[src/rtl/and_gate_unit_pkg.sv]
// Shared constants for integrators of the AND datapath leaf block.
package and_gate_unit_pkg;

    // Default operand/result width
    localparam int AND_W     = 1;
    // Default width of the nonzero-result event counter
    localparam int AND_CNT_W = 16;

endpackage

[src/rtl/and_gate_unit_sat_counter.sv]
// Saturating up-counter with synchronous clear (clear wins over increment)
// and asynchronous active-low reset. Stops at all-ones instead of wrapping.
module and_gate_unit_sat_counter
    import and_gate_unit_pkg::*;
#(
    parameter int CNT_W = AND_CNT_W
) (
    input  logic             clk,
    input  logic             rst_n,
    input  logic             inc,
    input  logic             clr,
    output logic [CNT_W-1:0] count
);

    localparam logic [CNT_W-1:0] CNT_ONE = CNT_W'(1);

    logic [CNT_W-1:0] count_p1;

    // Next value of an increment: hold once the counter is at full scale
    function automatic logic [CNT_W-1:0] sat_inc(input logic [CNT_W-1:0] val);
        return (&val) ? val : val + CNT_ONE;
    endfunction

    // Counter register: clear has priority, then saturating increment
    always_ff @(posedge clk or negedge rst_n) begin
        if (!rst_n) begin
            count_p1 <= '0;
        end else if (clr) begin
            count_p1 <= '0;
        end else if (inc) begin
            count_p1 <= sat_inc(count_p1);
        end
    end

    assign count = count_p1;

endmodule

[src/rtl/and_gate_unit.sv]
// Bitwise AND leaf: zero-latency result with reduction flags, a one-cycle
// registered copy qualified by a valid pulse, and a saturating count of
// accepted operations whose result was nonzero.
module and_gate_unit
    import and_gate_unit_pkg::*;
#(
    parameter int WIDTH = AND_W,
    parameter int CNT_W = AND_CNT_W
) (
    input  logic             clk,
    input  logic             rst_n,
    input  logic [WIDTH-1:0] a,
    input  logic [WIDTH-1:0] b,
    input  logic             in_valid,
    input  logic             cnt_clr,
    output logic [WIDTH-1:0] c,
    output logic [WIDTH-1:0] c_q,
    output logic             out_valid,
    output logic             all_ones,
    output logic             any_one,
    output logic [CNT_W-1:0] nz_count
);

    logic [WIDTH-1:0] c_p1;
    logic             vld_p1;

    // Stage 0: combinational AND and reduction flags, independent of clk/rst_n
    assign c        = a & b;
    assign all_ones = &c;
    assign any_one  = |c;

    // Stage 0 -> 1: capture result on in_valid; valid is a one-cycle pulse
    always_ff @(posedge clk or negedge rst_n) begin
        if (!rst_n) begin
            c_p1   <= '0;
            vld_p1 <= 1'b0;
        end else begin
            vld_p1 <= in_valid;
            if (in_valid) begin
                c_p1 <= c;
            end
        end
    end

    assign c_q       = c_p1;
    assign out_valid = vld_p1;

    and_gate_unit_sat_counter #(
        .CNT_W (CNT_W)
    ) u_nz_cnt (
        .clk   (clk),
        .rst_n (rst_n),
        .inc   (in_valid & any_one),
        .clr   (cnt_clr),
        .count (nz_count)
    );

endmodule

[config.mk]
export PLATFORM = sky130hd
export DESIGN_NAME = and_gate_unit
export DESIGN_NICKNAME = d
export VERILOG_FILES = /design/src/rtl/and_gate_unit_pkg.sv /design/src/rtl/and_gate_unit_sat_counter.sv /design/src/rtl/and_gate_unit.sv
export SDC_FILE = /design/constraint.sdc
export NUM_CORES = 1
export LEC_CHECK = 0
export CORE_ASPECT_RATIO = 1.1
export CORE_MARGIN = 1
export CORE_UTILIZATION = 48
export DETAILED_ROUTE_END_ITERATION = 10
export PLACE_DENSITY = 0.79
export SKIP_LAST_GASP = 1
export SYNTH_ARGS = -nofsm -noshare
export SYNTH_HDL_FRONTEND = slang
export SYNTH_SLANG_ARGS = --single-unit
[constraint.sdc]
create_clock -name clk -period 1.98 [get_ports clk]
set_input_delay 0.198 -clock clk [delete_from_list [all_inputs] [get_ports clk]]
set_output_delay 0.198 -clock clk [all_outputs]
set_load 0.01 [all_outputs]
* Yosys cells after proc, flatten, opt, wreduce, memory -nomap -nowiden
Index checks and enable logic that the tools add are counted.
** Cells by class
- Reductions and logical operators :: 3
- Muxes and demuxes :: 3
- Equality and inequality tests :: 1
- Bitwise logic cells :: 2
- Add/sub/neg operators :: 1
** Operator list (count)
- $mux W16 :: 3
- $add A16 B1 Y16 const B :: 1
- $reduce_and A16 Y1 :: 1
- $and A1 B1 Y1 :: 2
- $ne A2 B2 Y1 const B :: 1
- $reduce_and A2 Y1 :: 1
- $reduce_bool A2 Y1 :: 1
** Word-level totals
- Output and inout bits :: 21
- Register bits after elaboration :: 18
- Logic and storage cells :: 13
- Input bits :: 6

* Logic depth before layout (Yosys ltp)
Gate-level depths: netlist (run 1).
- Word-level depth :: 4
- Mapped depth :: 5
- Depth with buffers taken out :: 5

* By module
A second synthesis (run 1) with hierarchy kept.
** Second synthesis, totals
- Cells, all modules :: 105
- Area, all modules :: 1002.2 um^2
** Modules (own cells, without submodules)
- and_gate_unit_sat_counter :: area each 905.9 um^2, times used 1, cells each 98, seq. area each 400.4 um^2
- and_gate_unit :: area each 96.3 um^2, times used 1, cells each 7, seq. area each 50.0 um^2

* Least setup slack after synthesis (run 1)
No wires, ideal clock.
- Path type :: reg2reg
- From :: reg u_nz_cnt.count_p1[0] (netlist: u_nz_cnt.count[0])
- To :: reg u_nz_cnt.count_p1[0] (netlist: u_nz_cnt.count[0])
- Stages on the path, launching flop included :: 6
- Library setup time :: 0.125 ns
- Arrival :: 1.725 ns
- Path slack :: 0.131 ns
- Buffers on the path :: 0
- Period minus slack after synthesis :: 1.849 ns
- Required time :: 1.855 ns
- Path through :: dfrtp_1 ha_1 nand2_1 nor4_4 a21oi_1 mux2_2
** Between the ends
- Word-level cells in the longest chain between the ends :: 4
- Elaborated cells on any way between the ends :: 7
- Classes of those cells :: add/sub (1); eq/ne (1); mux (3); reduce/logical (2)
** Ends and longest elaborated chain
- start, declared :: RTL line and_gate_unit_sat_counter.sv:17 : logic [CNT_W-1:0] count_p1;
- start signal, assigned :: RTL line and_gate_unit_sat_counter.sv:31 : count_p1 <= sat_inc(count_p1);
- $add A16 B1 Y16 :: RTL line and_gate_unit_sat_counter.sv:21 : return (&val) ? val : val + CNT_ONE;
- $mux W16 :: RTL line and_gate_unit_sat_counter.sv:21
- $mux W16 :: RTL line and_gate_unit_sat_counter.sv:30 : end else if (inc) begin
- $mux W16 :: RTL line and_gate_unit_sat_counter.sv:28 : end else if (clr) begin
Several ways; a longest one is shown, not always the timed one. The select of a mux whose other input is x is not followed.
A chain may end at the register's enable or synchronous reset.

* Worst setup path in the final report (run 1)
- From :: reg u_nz_cnt.count_p1[4] (netlist: u_nz_cnt.count[4])
- To :: reg u_nz_cnt.count_p1[12] (netlist: u_nz_cnt.count[12])
Same word-level chain as after synthesis.

==> reports/results.txt, run 1 <==
vias per cell = 5.904
unrepaired setup endpoints after global routing = no
commonest non-fill, non-tap cell in the layout = clkdlybuf4s50_1
drt total wl = 2676 um
leakage = 0.5978 nW
design area = 1470 um2
Syn Inst Count = 110
Clock Path Buffers = 2
reg2reg start = u_nz_cnt.count[4]
DRT iter0 DRCs = 27
post-synth net total = 117
maximum vdd drop = 0.3794 mV
overall power = 629.0 uW
Hold/Removal Path Class = in2async
IO buf count = 26
final core occ = 72.00%
via count = 1045
CP max-delay cell = dfrtp_1
drt wl/cell = 15.12 um
Rows = 17
Mapped Area = 1054 um2
placed cell areas = 1426 um2
Slew @ Worst Pin = 475.3 ps
post-route setup TNS = 0 ps
DP HPWL = 1907 um
slowest cell delay on critical path = 490 ps
Final Skew = 9.713 ps
CP Data Required Time = 2180 ps
Die Ht = 51.14 um
# hold bufs at CTS = 0
Yosys warning count = 0
Die Wd = 46.67 um
worst reg2reg setup slack = 110 ps
Starting Density = 51.59%
critical path arrival = 2070 ps
Placeable Area = 2042 um2
GPL Wtd Cong = 0.8721
CP max FO = 7
root buf cell = clkbuf_4
Worst-path clk slew = 110 ps
Seq/Total Area, Yosys = 42.76%
die area = 2386 um2
n_diodes = 0
commonest cells after routing, fill and taps aside = clkdlybuf4s50_1, dfrtp_1, buf_4
Max H-tree Level = 1
Clock Latency Late Sink = 300 ps
vias in the first global route = 983
Max-cap violations = 0
post-route ant nets = 0
crit path time final = 1870 ps
CP startpoint kind = flop
Worst Setup Path Type = reg2reg
largest net degree at the start of global routing = 27
IO Count = 27
Num CTS Buffers = 3
CTS tree = built
initial antenna violation count = 0
final setup fails = 0
Yosys cell types = 31
Slew headroom = 68.20%
crit path capture type = flop
Nets = 158
outcome = complete, no violations
Cell Chain, Critical Path = nand3_2 -> or3_1 -> nor4_2 -> mux2_2
final worst-path cycle share = 94.46%
Synth-to-Final Area Change = 39.55%
first-pass GRT wire length = 4298 um
Total Routing Usage GR = 25.30%
remaining routing DRC violations = 0
post-synthesis sequential element count = 18
Pre-antenna DRT Iters = 4
CTS sink cnt = 18
Fmax = 534.7 MHz
max-slew violations = 0
PD cells = 427.8 nW/um2
synthesized area per cell = 9.577 um2
Hold Slack = 216.4 ps
share of cells above drive strength 1 = 22.15%
final global-route overflow total = 0
Fin. Hold Viols = 0
Critical Path Start = u_nz_cnt.count[4]
[metrics by stage]
step | worst slack (ps) | instances
finish | 109.7 | 177
global route | 16.46 | 177
CTS | 13.55 | 176
detailed placement | -141.5 | 173
global placement | -56.42 | 173
floorplan | 130.6 | 110
[final timing paths]
check | to | cells after the start
setup / recovery | u_nz_cnt.count[12] | 4
hold / removal | u_nz_cnt.count[14] | 2
setup reg to reg | u_nz_cnt.count[12] | 4
hold reg to reg | c_q | 2
max in group asynchronous | u_nz_cnt.count[9] | 2
min in group clk | out_valid | 1
[flip-flops by register name, indices dropped and copies added (netlist names)]
register,flops
out_valid,1
u_nz_cnt.count,16
c_q,1
[layer usage]
metal	GRT usage [%]	up-vias	wire length [um]
met1	30.07	492	1049
li1	-	489	-
met2	43.98	60	1399
met4	9.524	0	31
met5	0	-	0
met3	4.240	4	195
[logic make-up after synthesis]
kind of cell / after synthesis / synth area share [%]
buffers and inverters: 7 / 3.325
AND/OR/NAND/NOR: 55 / 30.64
AO/OA/AOI/OAI: 19 / 11.52
flip-flops: 18 / 42.76
multiplexers: 10 / 10.57
adder cells (fa/ha/maj): 1 / 1.187
[power by group]
group          switching (mW)  leakage, nW  total, mW  internal (mW)
Combinational          0.0339        0.338     0.0664         0.0324
Sequential            0.00230        0.246      0.374          0.371
Clock                   0.118       0.0138      0.189         0.0710
Total                   0.154        0.598      0.629          0.475
[cells in the mapped netlist]
| cell | number | share of area (%) |
|---|---|---|
| a2111o_1 | 1 | 1.1 |
| a2111oi_0 | 1 | 0.83 |
| a211oi_1 | 2 | 1.4 |
| a21oi_1 | 8 | 3.8 |
| a311oi_1 | 1 | 0.83 |
| a31oi_1 | 2 | 1.2 |
| and2_1 | 1 | 0.59 |
| and3_1 | 2 | 1.2 |
| buf_4 | 2 | 1.4 |
| clkbuf_1 | 2 | 0.71 |
| clkbuf_2 | 1 | 0.47 |
| dfrtp_1 | 18 | 43 |
| ha_1 | 1 | 1.2 |
| inv_1 | 2 | 0.71 |
| mux2_2 | 9 | 9.6 |
| mux2i_1 | 1 | 0.95 |
| nand2_1 | 6 | 2.1 |
| nand2b_1 | 2 | 1.2 |
| nand3_1 | 3 | 1.4 |
| nand3_2 | 2 | 1.9 |
| nand4_1 | 5 | 3.0 |
| nor2_1 | 11 | 3.9 |
| nor2b_1 | 8 | 4.8 |
| nor3_1 | 4 | 1.9 |
| nor4_1 | 3 | 1.8 |
| nor4_4 | 1 | 2.0 |
| nor4bb_1 | 1 | 0.95 |
| o21ai_0 | 2 | 0.95 |
| o31ai_1 | 2 | 1.4 |
| or3_1 | 3 | 1.8 |
| or4_1 | 3 | 2.1 |
[timing repair]
item                                    4_1_cts  5_1_grt
endpoints found under the setup margin        0        7
resized for setup                             0        4
setup buffers                                 0        1
[critical path, delay by kind of cell, from the launching register on]
| family | cells | cell delay, ps |
|---|---|---|
| DFF | 1 | 490 |
| and+or+nand+nor | 3 | 910 |
| muxes | 1 | 370 |
[cell type report]
cell class	instances	area [um2]
multi-input combinational	85	580.6
inverter	2	7.507
timing repair buffer	41	372.9
clock buffer	3	22.52
fill	166	571.8
sequential	18	451.7
tap	28	35.03
(Power assumes the default switching activity.)
==> inputs of run 2 (changes only) <==
--- a/config.mk
+++ b/config.mk
@@ -9,5 +9,6 @@
 export CORE_MARGIN = 1
-export CORE_UTILIZATION = 48
+export CORE_UTILIZATION = 45
+export CTS_CLUSTER_DIAMETER = 60
 export DETAILED_ROUTE_END_ITERATION = 10
-export PLACE_DENSITY = 0.79
+export PLACE_DENSITY = 0.74
 export SKIP_LAST_GASP = 1
==> constraint.sdc (replaced) <==
create_clock -name clk -period 1.98 [get_ports clk]
set_input_delay 0.396 -clock clk [delete_from_list [all_inputs] [get_ports clk]]
set_output_delay 0.396 -clock clk [all_outputs]
set_load 0.01 [all_outputs]
==> run 2 against run 1 <==
Core utilization is 5.5 points lower; critical path depth increased by 1; cell area increased by 0.85%; flip-flop and latch count unchanged; setup slack worse by 41 ps; hold slack better by 98 ps; first-iteration DRC count decreased by 3.7%; clock power up 24%; critical path type is now in2reg; critical endpoint is now u_nz_cnt.count[13]; largest cell class unchanged; highest routed layer unchanged.
==> reports/results.txt, run 2 (same netlist as run 1, synthesis figures left out) <==
Worst Setup Path Type = in2reg
final global-route overflow total = 0
crit path time final = 1911 ps
Comb pwr share = 9.6%
first-pass GRT wire length = 4119 um
overall power = 671.8 uW
final worst-path cycle share = 96.52%
CP max FO = 4
vias per cell = 5.644
reg2reg start = u_nz_cnt.count[9]
Rows = 18
PD cells = 453.1 nW/um2
crit path capture = u_nz_cnt.count[13]
CTS tree = built
commonest non-fill, non-tap cell in the layout = clkdlybuf4s50_1
Sw Ratio = 23.44%
design area = 1483 um2
Synth-to-Final Area Change = 40.74%
crit path capture type = flop
IO buf count = 26
filler cell count = 181
Final Skew = 5.088 ps
DR WL met2 = 1268 um
Crit path depth = 5
vias in the first global route = 952
Placeable Area = 2230 um2
drt total wl = 2471 um
Slew headroom = 66.41%
n_diodes = 0
worst reg2reg setup slack = 120 ps
IO Count = 27
clock share of power = 34.8%
slowest cell delay on critical path = 540 ps
leakage = 0.6264 nW
commonest cells after routing, fill and taps aside = clkdlybuf4s50_1, dfrtp_1, buf_4
Max H-tree Level = 1
CP max-delay cell = clkdlybuf4s50_1
CTS sink cnt = 18
Total Routing Usage GR = 23.26%
Clock Path Buffers = 2
Nets = 158
critical path arrival = 2100 ps
CP Data Required Time = 2170 ps
met1 WL = 1087 um
# hold bufs at CTS = 0
Slew @ Worst Pin = 500.1 ps
max FFs per register = 16
Cell Chain, Critical Path = clkdlybuf4s50_1 -> nand4_1 -> or4_1 -> nor3_2 -> mux2_2
final setup fails = 0
Die Ht = 52.75 um
Starting Density = 47.25%
DRT iter0 DRCs = 26
Max-cap violations = 0
Critical Path Start = b
metal3 WL = 79 um
NetSw = 157.5 uW
Die Wd = 48.14 um
GPL Wtd Cong = 0.8500
unrepaired setup endpoints after global routing = yes
R2R depth = 4
initial antenna violation count = 0
Worst-path clk slew = 100 ps
root buf cell = clkbuf_4
CP delay by family, top = simple AND/OR/NAND/NOR gates
Clock Latency Late Sink = 300 ps
outcome = complete, no violations
Hold/Removal Path Class = in2reg
share of cells above drive strength 1 = 22.00%
Fmax = 523.2 MHz
DP HPWL = 1832 um
remaining routing DRC violations = 0
Fin. Hold Viols = 0
maximum vdd drop = 0.2762 mV
via count = 1016
worst r2r dst = u_nz_cnt.count[13]
die area = 2539 um2
crit path buf inv count = 1
Reg power frac = 55.6%
placed cell areas = 1436 um2
setup bufs post-CTS = 0
Pre-antenna DRT Iters = 4
highest routed layer = met4
internal power = 514.3 uW
largest net degree at the start of global routing = 27
drt wl/cell = 13.73 um
Num CTS Buffers = 3
post-route ant nets = 0
max-slew violations = 0
CP startpoint kind = input pin
==> run 2: worst min path at each step <==
stage               cells after the start  slack (ps)      from                 to
floorplan                               0         100     rst_n                c_q
global placement                        2         520       c_q                c_q
detailed placement                      2         530       c_q                c_q
CTS                                     2         430     rst_n  u_nz_cnt.count[9]
global route                            1         320  in_valid          out_valid
finish                                  1         310  in_valid          out_valid
==> run 2: power groups by stage <==
stage / Clock, mW / Sequential (mW) / Combinational [mW]
finish: 0.234 / 0.373 / 0.0646
global route: 0.252 / 0.374 / 0.0712
CTS: 0.235 / 0.373 / 0.0658
detailed placement: 0 / 0.381 / 0.0675
global placement: 0 / 0.381 / 0.0658
floorplan: 0 / 0.383 / 0.0215
==> run 2: repair_timing <==
| item | 4_1_cts | 5_1_grt |
|---|---|---|
| pin swaps | 0 | 0 |
| resized for setup | 4 | 2 |
| cloned | 0 | 0 |
| endpoints found under the setup margin | 4 | 3 |
==> run 2: layout make-up <==
type                       instances  area (um2)  area share [%]
inverter                           2       7.507          0.5063
tap                               30       37.54           2.532
clock buffer                       4       36.28           2.447
sequential                        18       450.4           30.38
timing repair buffer              41       371.6           25.06
multi-input combinational         85       579.3           39.07
==> run 2: stage by stage <==
step | cells | util, % | setup slack (ps) | TNS [ps] | hold WS [ps]
finish | 180 | 66.50 | 68.85 | 0 | 314.2
global route | 180 | 66.50 | 0.7689 | 0 | 318.1
CTS | 180 | 66.11 | 35.28 | 0 | 430.1
detailed placement | 176 | 64.42 | -335.0 | -2203 | 534.3
global placement | 176 | 64.42 | -256.7 | -1817 | 519.3
floorplan | 110 | - | 130.6 | 0 | 100.4
==> run 2: worst reg2reg max path, stage by stage (launching register included) <==
cell	delay (ps)
dfrtp_1	440
nand3_1	210
or4_1	620
nor3_2	140
mux2_2	350
==> run 2: routing by layer <==
layer	vias up	global-route usage (%)
met5	-	0
met4	0	8.796
met3	5	3.448
met2	27	39.86
met1	495	28.23
li1	489	-
==> inputs of run 3 (changes only) <==
Settings changed: CORE_UTILIZATION 45 to 48, PLACE_DENSITY 0.74 to 0.79.
==> run 3 against run 2 <==
Sequential share of layout area is 0.051 points higher; setup slack got worse by 17 ps; flip-flop and latch count did not move.
==> reports/results.txt, run 3 (same netlist as run 1, synthesis figures left out) <==
Final Skew = 5.093 ps
n_diodes = 0
critical path arrival = 2120 ps
Placeable Area = 2042 um2
final setup fails = 0
Max H-tree Level = 1
Rows = 17
Nets = 157
Fmax = 518.8 MHz
Hold Path Stages = 1
IO Count = 27
drt total wl = 2660 um
DP HPWL = 1960 um
first-pass GRT wire length = 4160 um
worst r2r dst = u_nz_cnt.count[13]
Min-Delay Startpoint = in_valid
initial antenna violation count = 0
outcome = complete, no violations
dpl cells = 173
crit path buf inv count = 1
Clock Path Buffers = 2
root buf cell = clkbuf_4
slowest cell delay on critical path = 530 ps
Num CTS Buffers = 3
worst reg2reg setup slack = 110 ps
CP Data Required Time = 2170 ps
Hold/Removal Path Class = in2reg
Slew headroom = 67.21%
reg2reg start = u_nz_cnt.count[9]
leakage = 0.6198 nW
max-slew violations = 0
largest net degree at the start of global routing = 27
Clock Latency Late Sink = 300 ps
area taken by flip-flops and latches = 450.4 um2
max FFs per register = 16
DRT iter0 DRCs = 28
Starting Density = 51.59%
R2R depth = 4
Pre-antenna DRT Iters = 4
Worst Setup Path Type = in2reg
post-route ant nets = 0
commonest cells after routing, fill and taps aside = clkdlybuf4s50_1, dfrtp_1, buf_4
hold path endpoint = out_valid
Die Ht = 51.14 um
CP max-delay cell = clkdlybuf4s50_1
maximum vdd drop = 0.4535 mV
CP startpoint kind = input pin
overall power = 670.9 uW
drt wl/cell = 15.03 um
setup bufs post-CTS = 0
filler cell count = 163
PD cells = 453.2 nW/um2
IO buf count = 26
# hold bufs at CTS = 0
Synth-to-Final Area Change = 40.50%
Total Routing Usage GR = 24.98%
share of cells above drive strength 1 = 22.15%
final global-route overflow total = 0
Slew @ Worst Pin = 488.3 ps
Die Wd = 46.67 um
crit path time final = 1928 ps
CTS tree = built
CP delay by family, top = simple AND/OR/NAND/NOR gates
GPL Wtd Cong = 0.8478
commonest non-fill, non-tap cell in the layout = clkdlybuf4s50_1
Fin. Hold Viols = 0
Worst-path clk slew = 100 ps
Hold Slack = 312.1 ps
Max-cap violations = 0
die area = 2386 um2
CTS sink cnt = 18
CP max FO = 4
vias in the first global route = 926
crit path capture type = flop
unrepaired setup endpoints after global routing = no
via count = 1013
final worst-path cycle share = 97.36%
Cell Chain, Critical Path = clkdlybuf4s50_1 -> nand4_1 -> or4_1 -> nor3_1 -> mux2_2
remaining routing DRC violations = 0
multi-input logic area = 586.8 um2
vias per cell = 5.723
non-filler cells, final = 177
==> run 3: routing by layer <==
layer	vias up	track usage, %	wire length (um)
li1	490	-	-
met1	487	31.29	1071
met2	31	42.13	1456
met3	5	3.180	91
met4	0	10.00	41
met5	-	0	0
==> run 3: how the worst max path moves through the flow <==
stage | start | endpoint | slack [ps] | depth (start not counted)
floorplan | u_nz_cnt.count[0] | u_nz_cnt.count[0] | 130 | 5
global placement | in_valid | u_nz_cnt.count[13] | -260 | 5
detailed placement | in_valid | u_nz_cnt.count[4] | -320 | 5
CTS | in_valid | u_nz_cnt.count[13] | 20 | 5
global route | a | u_nz_cnt.count[9] | 10 | 5
finish | a | u_nz_cnt.count[13] | 50 | 5
==> run 3: what timing repair did <==
| action | CTS | global route |
|---|---|---|
| gates cloned | 0 | 0 |
| gates resized for setup | 4 | 4 |
| hold endpoints to repair | 0 | 0 |
| pin swaps | 0 | 1 |
| setup endpoints to repair | 4 | 4 |
==> run 3: area by class of cell <==
class / instances / area share, %
Clock buffer: 4 / 2.451
Inverter: 2 / 0.5072
Multi-Input combinational cell: 85 / 39.64
Sequential cell: 18 / 30.43
Tap cell: 28 / 2.367
Timing Repair Buffer: 40 / 24.60
==> run 3: metrics by stage <==
stage                     area, um2  setup WS [ps]  util [%]  TNS, ps
after floorplan                1054          130.6         -        0
after global placement         1426         -256.6     69.85    -1845
after detailed placement       1426         -323.8     69.85    -2452
after CTS                      1460          18.39     71.51        0
after global routing           1480          11.12     72.49        0
final                          1480          52.33     72.49        0
==> run 3: report_power, final <==
part	switching, mW	total [mW]	internal, mW
clock network	0.121	0.234	0.112
logic	0.0337	0.0636	0.0299
registers	0.00231	0.374	0.371
total	0.157	0.671	0.514
